<file path="src/rtl/odo_sbox_pkg.sv">
// Shared definitions for the Odo runtime-writable S-box bank.
// Optional feature macro: ODO_SBOX_PARITY_EN (per-entry even parity).
package odo_sbox_pkg;

  localparam int SBOX_W     = 6;
  localparam int SBOX_LANES = 4;
  // Widest symbol the parity helper accepts; narrower symbols are zero-extended
  localparam int SBOX_MAX_W = 16;

  typedef logic [SBOX_W-1:0] sbox_sym_t;

  // Even-parity bit: XOR of all symbol bits, so data plus parity has an even count of ones
  function automatic logic sbox_parity(input logic [SBOX_MAX_W-1:0] sym);
    return ^sym;
  endfunction

endpackage

</file>
<file path="src/rtl/odo_sbox_table.sv">
// Substitution table storage: 2^W entries, identity on reset, one write port,
// LANES combinational read ports (reads see the value before a same-cycle write).
// Optional feature macro: ODO_SBOX_PARITY_EN adds a stored parity bit per entry.
module odo_sbox_table
  import odo_sbox_pkg::*;
#(
  parameter int W     = SBOX_W,
  parameter int LANES = SBOX_LANES
) (
  input  logic               clk,
  input  logic               reset,
  input  logic               wr_en_i,
  input  logic [W-1:0]       wr_addr_i,
  input  logic [W-1:0]       wr_data_i,
`ifdef ODO_SBOX_PARITY_EN
  input  logic               wr_perr_inj_i,
  output logic [LANES-1:0]   rd_err_o,
`endif
  input  logic [LANES*W-1:0] rd_addr_i,
  output logic [LANES*W-1:0] rd_data_o
);

  localparam int DEPTH = 1 << W;

  logic [W-1:0] mem_q [DEPTH];

  // Entry storage: identity mapping on reset, single-entry update on a write strobe
  always_ff @(posedge clk or posedge reset) begin
    if (reset) begin
      for (int i = 0; i < DEPTH; i++) begin
        mem_q[i] <= W'(i);
      end
    end else if (wr_en_i) begin
      mem_q[wr_addr_i] <= wr_data_i;
    end
  end

  // Independent read port per lane; several lanes may address the same entry
  always_comb begin
    rd_data_o = '0;
    for (int k = 0; k < LANES; k++) begin
      rd_data_o[k*W +: W] = mem_q[rd_addr_i[k*W +: W]];
    end
  end

`ifdef ODO_SBOX_PARITY_EN
  logic par_q [DEPTH];

  // Parity storage: computed from the identity value on reset and from the data on write;
  // the inject input deliberately corrupts the stored bit
  always_ff @(posedge clk or posedge reset) begin
    if (reset) begin
      for (int i = 0; i < DEPTH; i++) begin
        par_q[i] <= sbox_parity(SBOX_MAX_W'(W'(i)));
      end
    end else if (wr_en_i) begin
      par_q[wr_addr_i] <= sbox_parity(SBOX_MAX_W'(wr_data_i)) ^ wr_perr_inj_i;
    end
  end

  // Per-lane parity recheck of the entry being read
  always_comb begin
    rd_err_o = '0;
    for (int k = 0; k < LANES; k++) begin
      rd_err_o[k] = par_q[rd_addr_i[k*W +: W]]
                  ^ sbox_parity(SBOX_MAX_W'(mem_q[rd_addr_i[k*W +: W]]));
    end
  end
`endif

endmodule

</file>
<file path="src/rtl/odo_sbox_bank.sv">
// Odo S-box bank: LANES parallel lookups through a runtime-writable table,
// two-stage valid/ready pipeline (address capture, then table lookup).
// Optional feature macro: ODO_SBOX_PARITY_EN adds out_err and tbl_wr_perr_inj.
module odo_sbox_bank
  import odo_sbox_pkg::*;
#(
  parameter int W     = SBOX_W,
  parameter int LANES = SBOX_LANES
) (
  input  logic               clk,
  input  logic               reset,
  input  logic               in_valid,
  output logic               in_ready,
  input  logic [LANES*W-1:0] in_data,
  output logic               out_valid,
  input  logic               out_ready,
  output logic [LANES*W-1:0] out_data,
`ifdef ODO_SBOX_PARITY_EN
  input  logic               tbl_wr_perr_inj,
  output logic [LANES-1:0]   out_err,
`endif
  input  logic               tbl_wr_en,
  input  logic [W-1:0]       tbl_wr_addr,
  input  logic [W-1:0]       tbl_wr_data
);

  logic               readyEn_q;
  logic               s1Valid_q, s1Valid_d;
  logic [LANES*W-1:0] s1Addr_q, s1Addr_d;
  logic               outValid_q, outValid_d;
  logic [LANES*W-1:0] outData_q, outData_d;
  logic [LANES*W-1:0] lookupData;
  logic               s2Adv, s1Adv, inAccept;

`ifdef ODO_SBOX_PARITY_EN
  logic [LANES-1:0]   lookupErr;
  logic [LANES-1:0]   outErr_q, outErr_d;
`endif

  odo_sbox_table #(
    .W     (W),
    .LANES (LANES)
  ) u_table (
    .clk           (clk),
    .reset         (reset),
    .wr_en_i       (tbl_wr_en),
    .wr_addr_i     (tbl_wr_addr),
    .wr_data_i     (tbl_wr_data),
`ifdef ODO_SBOX_PARITY_EN
    .wr_perr_inj_i (tbl_wr_perr_inj),
    .rd_err_o      (lookupErr),
`endif
    .rd_addr_i     (s1Addr_q),
    .rd_data_o     (lookupData)
  );

  // Handshake and next-state: stage 2 frees up when empty or drained, stage 1 refills
  // when it is empty or moving forward, and table writes block new beats
  always_comb begin
    s2Adv     = !outValid_q || out_ready;
    s1Adv     = s2Adv && s1Valid_q;
    in_ready  = readyEn_q && (!s1Valid_q || s2Adv) && !tbl_wr_en;
    inAccept  = in_valid && in_ready;

    s1Valid_d = s1Valid_q;
    s1Addr_d  = s1Addr_q;
    if (inAccept) begin
      s1Valid_d = 1'b1;
      s1Addr_d  = in_data;
    end else if (s1Adv) begin
      s1Valid_d = 1'b0;
    end

    outValid_d = outValid_q;
    outData_d  = outData_q;
    if (s2Adv) begin
      outValid_d = s1Valid_q;
      if (s1Valid_q) begin
        outData_d = lookupData;
      end
    end
  end

  // Pipeline registers; reset discards anything in flight and holds off input for one clock
  always_ff @(posedge clk or posedge reset) begin
    if (reset) begin
      readyEn_q  <= 1'b0;
      s1Valid_q  <= 1'b0;
      s1Addr_q   <= '0;
      outValid_q <= 1'b0;
      outData_q  <= '0;
    end else begin
      readyEn_q  <= 1'b1;
      s1Valid_q  <= s1Valid_d;
      s1Addr_q   <= s1Addr_d;
      outValid_q <= outValid_d;
      outData_q  <= outData_d;
    end
  end

  assign out_valid = outValid_q;
  assign out_data  = outData_q;

`ifdef ODO_SBOX_PARITY_EN
  // Parity error flags travel with the looked-up data
  always_comb begin
    outErr_d = outErr_q;
    if (s2Adv && s1Valid_q) begin
      outErr_d = lookupErr;
    end
  end

  // Error flag register, aligned with out_data
  always_ff @(posedge clk or posedge reset) begin
    if (reset) begin
      outErr_q <= '0;
    end else begin
      outErr_q <= outErr_d;
    end
  end

  assign out_err = outErr_q;
`endif

endmodule

</file>
<file path="config.mk">
export PLATFORM = sky130hd
export DESIGN_NAME = odo_sbox_bank
export DESIGN_NICKNAME = d
export VERILOG_FILES = /design/src/rtl/odo_sbox_pkg.sv /design/src/rtl/odo_sbox_table.sv /design/src/rtl/odo_sbox_bank.sv
export SDC_FILE = /design/constraint.sdc
export NUM_CORES = 1
export LEC_CHECK = 0
export ABC_AREA = 0
export CAP_MARGIN = 20
export CORE_ASPECT_RATIO = 1.2
export CORE_UTILIZATION = 38
export CTS_CLUSTER_SIZE = 10
export DETAILED_ROUTE_END_ITERATION = 7
export SYNTH_ARGS = -nofsm -noshare
export SYNTH_HDL_FRONTEND = slang
export SYNTH_HIERARCHICAL = 1
export SYNTH_SLANG_ARGS = --single-unit
</file>
<file path="constraint.sdc">
create_clock -name clk -period 13.2 [get_ports clk]
set_input_delay 1.32 -clock clk [delete_from_list [all_inputs] [get_ports clk]]
set_output_delay 1.32 -clock clk [all_outputs]
set_load 0.02 [all_outputs]
</file>
==> flow_summary.json <==
{
  "clk_latency_ns": 0.63,
  "numCtsBuffers": 51,
  "regToRegStartpoint": "s1Addr_q[6]$_DFFE_PP0P_",
  "finClkSkew_ns": 0.0395,
  "cp.required_ns": 11.88,
  "drv_cap": 0,
  "setup_viol": 0,
  "clock-sinks": 435,
  "seq_area_frac_synth_pct": 38.3,
  "outcome": "completed",
  "finalCritPeriodShare_pct": 32.7,
  "p_sw_mw": 1.89,
  "top_layer": "met4",
  "synthArstFlopShare_pct": 100,
  "worst_setup_path_start_kind": "input pin",
  "nets": 2019,
  "switching_share_pct": 36.8,
  "avgSynthCellArea_sq_um": 14.5,
  "met2_length_mm": 50.3,
  "power_frac_comb_pct": 36.2,
  "rows": 110,
  "start_util_pct": 38.6,
  "grt.total_usage_pct": 27.5,
  "fin_area_sq_um": 31900,
  "hp-class": "flip-flop to flip-flop",
  "min_to": "out_valid$_DFFE_PP0P_",
  "final_util_pct": 42.4,
  "power.internal_mw": 3.25,
  "drt_iter0_markers": 2662,
  "dr.pass1.iters": 6,
  "antenna_found_initial": 0,
  "hold_start": "s1Valid_q$_DFFE_PP0P_",
  "grt_max_degree": 93,
  "htreeDepth": 2,
  "n_fill_cell": 6841,
  "path_class": "input pin to output port",
  "drc_errors": 0,
  "drive_gt1_share_pct": 57.0,
  "avgRoutedWirePerCell_um": 34.8,
  "gp_congestion": 0.991,
  "r2r_cells": 8,
  "top_level_ports": 67,
  "tightest_slew_ns": 1.23,
  "timing.hold.ws_ns": 0.495,
  "placed_area_sq_um": 30400,
  "syn-instance-count": 1999,
  "ir_drop_v": 0.0000952,
  "dieArea_sq_um": 77600,
  "clkTransAtPathRegs_ns": 0.05,
  "netlist_area_sq_um": 29000,
  "synthFlopType": "dfrtp_1",
  "endpoint_kind": "output port",
  "min_period_ns": 4.32,
  "r2r_slack_ns": 8.91,
  "areaGrowthSynthToFinish_pct": 9.92,
  "clockBufferDepth": 3,
  "grt_overflow": 0,
  "hold_viol": 0,
  "cts_tree": "built",
  "place.port_buffers": 66,
  "routed_wl_mm": 105,
  "synth_edf_count": 0,
  "vias": 20700,
  "p_clk_share_pct": 25.9,
  "slew_violations": 0,
  "p_leak_nw": 12.2,
  "crit_fanout": 9,
  "cts_setup_buffers": 0,
  "startpoint": "tbl_wr_en",
  "ant_nets": 0,
  "routed-wl-met3_mm": 10.0,
  "arrival_ns": 3.00,
  "yosysWarnings": 6,
  "grt_pass1_wl_mm": 153,
  "fin_setup_tns_ns": 0,
  "cellPowerDensity_nw_per_um2": 161,
  "fp.dieH_um": 305,
  "pwr-share-seq_pct": 37.9,
  "synth-seq-cells": 435,
  "netlist-cell-type-count": 58,
  "rsz0062_at_grt": "no",
  "post-place-ws_ns": 8.84,
  "drt-vias-per-instance": 6.84,
  "dpl.hpwl_mm": 71.7,
  "setup_ws_ns": 8.88,
  "first_global_vias": 21000,
  "clockRootBuffer": "clkbuf_16",
  "fmax_ghz": 0.232,
  "wl_met1_mm": 37.8,
  "core_area_sq_um": 75300,
  "hold_buffers": 0,
  "syn_nets": 2040,
  "min_path_cells": 1,
  "r2r-end": "out_data[7]$_DFFE_PP0P_",
  "chipWidth_um": 254,
  "ctsResizeCount": 0,
  "max_slew_margin_pct": 17.9
}
## registers in the layout, summed over array words and instances (netlist names)
register,count
out_data,24
out_valid,1
readyEn_q,1
s1Addr_q,24
s1Valid_q,1
u_table/mem_q,384
## final cells by class
type	count	area [sq um]	area share (%)
Multi-Input combinational cell	1376	17000	53.2
Sequential cell	435	11200	34.9
Clock buffer	91	1480	4.62
Tap cell	1008	1260	3.95
Timing Repair Buffer	108	975	3.05
Clock inverter	3	37.5	0.118
Inverter	6	30.0	0.0940
Antenna cell	1	2.50	0.00784
## power by group through the flow
stage	clock network (mW)	registers (mW)	logic, mW
2_1_floorplan	0	1.80	1.28
4_1_cts	1.35	1.94	1.83
5_1_grt	1.41	1.98	1.92
3_5_place_dp	0	1.96	1.82
3_3_place_gp	0	1.93	1.81
6_report	1.33	1.95	1.86
## per-stage QoR
step                std cells  power, mW
finish                   3028       5.14
detailed placement       2932       3.78
global placement         2930       3.74
floorplan                1999       3.08
global route             3027       5.30
CTS                      3026       5.12
## synth_stat cells, drive strengths merged, types with 7 or more instances
library cell  count  area share, %
a211oi           13           0.34
a21oi            28           0.48
a221oi           14           0.42
a22o             16           0.48
a22oi            21           0.54
and2             10           0.22
buf              94            2.0
clkbuf           88            1.1
dfrtp           243             21
dfstp           192             17
mux2            453             18
mux2i            30            1.0
mux4            376             29
nand2            92            1.2
nand2b           20           0.43
nand3            30           0.52
nor2             60           0.78
nor2b            23           0.50
nor3             17           0.31
o21ai            19           0.33
o221ai           38            1.1
o22a              7           0.21
o22ai            41           0.88
o31ai             8           0.21
or2               8           0.17
or3               9           0.19
## critical path, cell delays in order
cell,delay [ns]
clkdlybuf4s50_1,0.70
and3b_1,0.36
clkdlybuf4s50_1,0.61
## cells by family after synthesis
family,Yosys count,share of synthesized area (%)
buffers and inverters,188,3.21
DFF,435,38.3
other,1,0.0129
muxes,859,48.0
and+or+nand+nor,293,4.91
AOI/OAI and AO/OA,223,5.55
## routing by layer
| layer | up-vias | track usage, % |
|---|---|---|
| met1 | 11000 | 34.4 |
| met4 | 0 | 15.6 |
| li1 | 8050 | - |
| met5 | - | 0 |
| met3 | 302 | 5.76 |
| met2 | 1347 | 44.1 |
## layout by cell type, fill, tap and decap left out, types with 19 or more instances in the layout
| cell | count |
|---|---|
| mux2_2 | 433 |
| mux4_2 | 376 |
| dfrtp_1 | 233 |
| dfstp_2 | 192 |
| nand2_1 | 92 |
| clkdlybuf4s50_1 | 60 |
| nor2_1 | 60 |
| clkbuf_16 | 51 |
| o22ai_1 | 41 |
| buf_4 | 39 |
| o221ai_1 | 38 |
| clkbuf_1 | 35 |
| nand3_1 | 30 |
| mux2i_1 | 30 |
| a21oi_1 | 28 |
| nor2b_1 | 23 |
| a22oi_1 | 21 |
| nand2b_1 | 20 |
| mux2_4 | 20 |
| o21ai_0 | 19 |
## how the worst max path moves through the flow
stage,endpoint
2_1_floorplan,u_table/mem_q[100]$_DFFE_PP0P_
3_3_place_gp,u_table/mem_q[227]$_DFFE_PP0P_
3_5_place_dp,in_ready
4_1_cts,in_ready
5_1_grt,out_data[12]$_DFFE_PP0P_
6_report,in_ready
(Power assumes the default switching activity.)
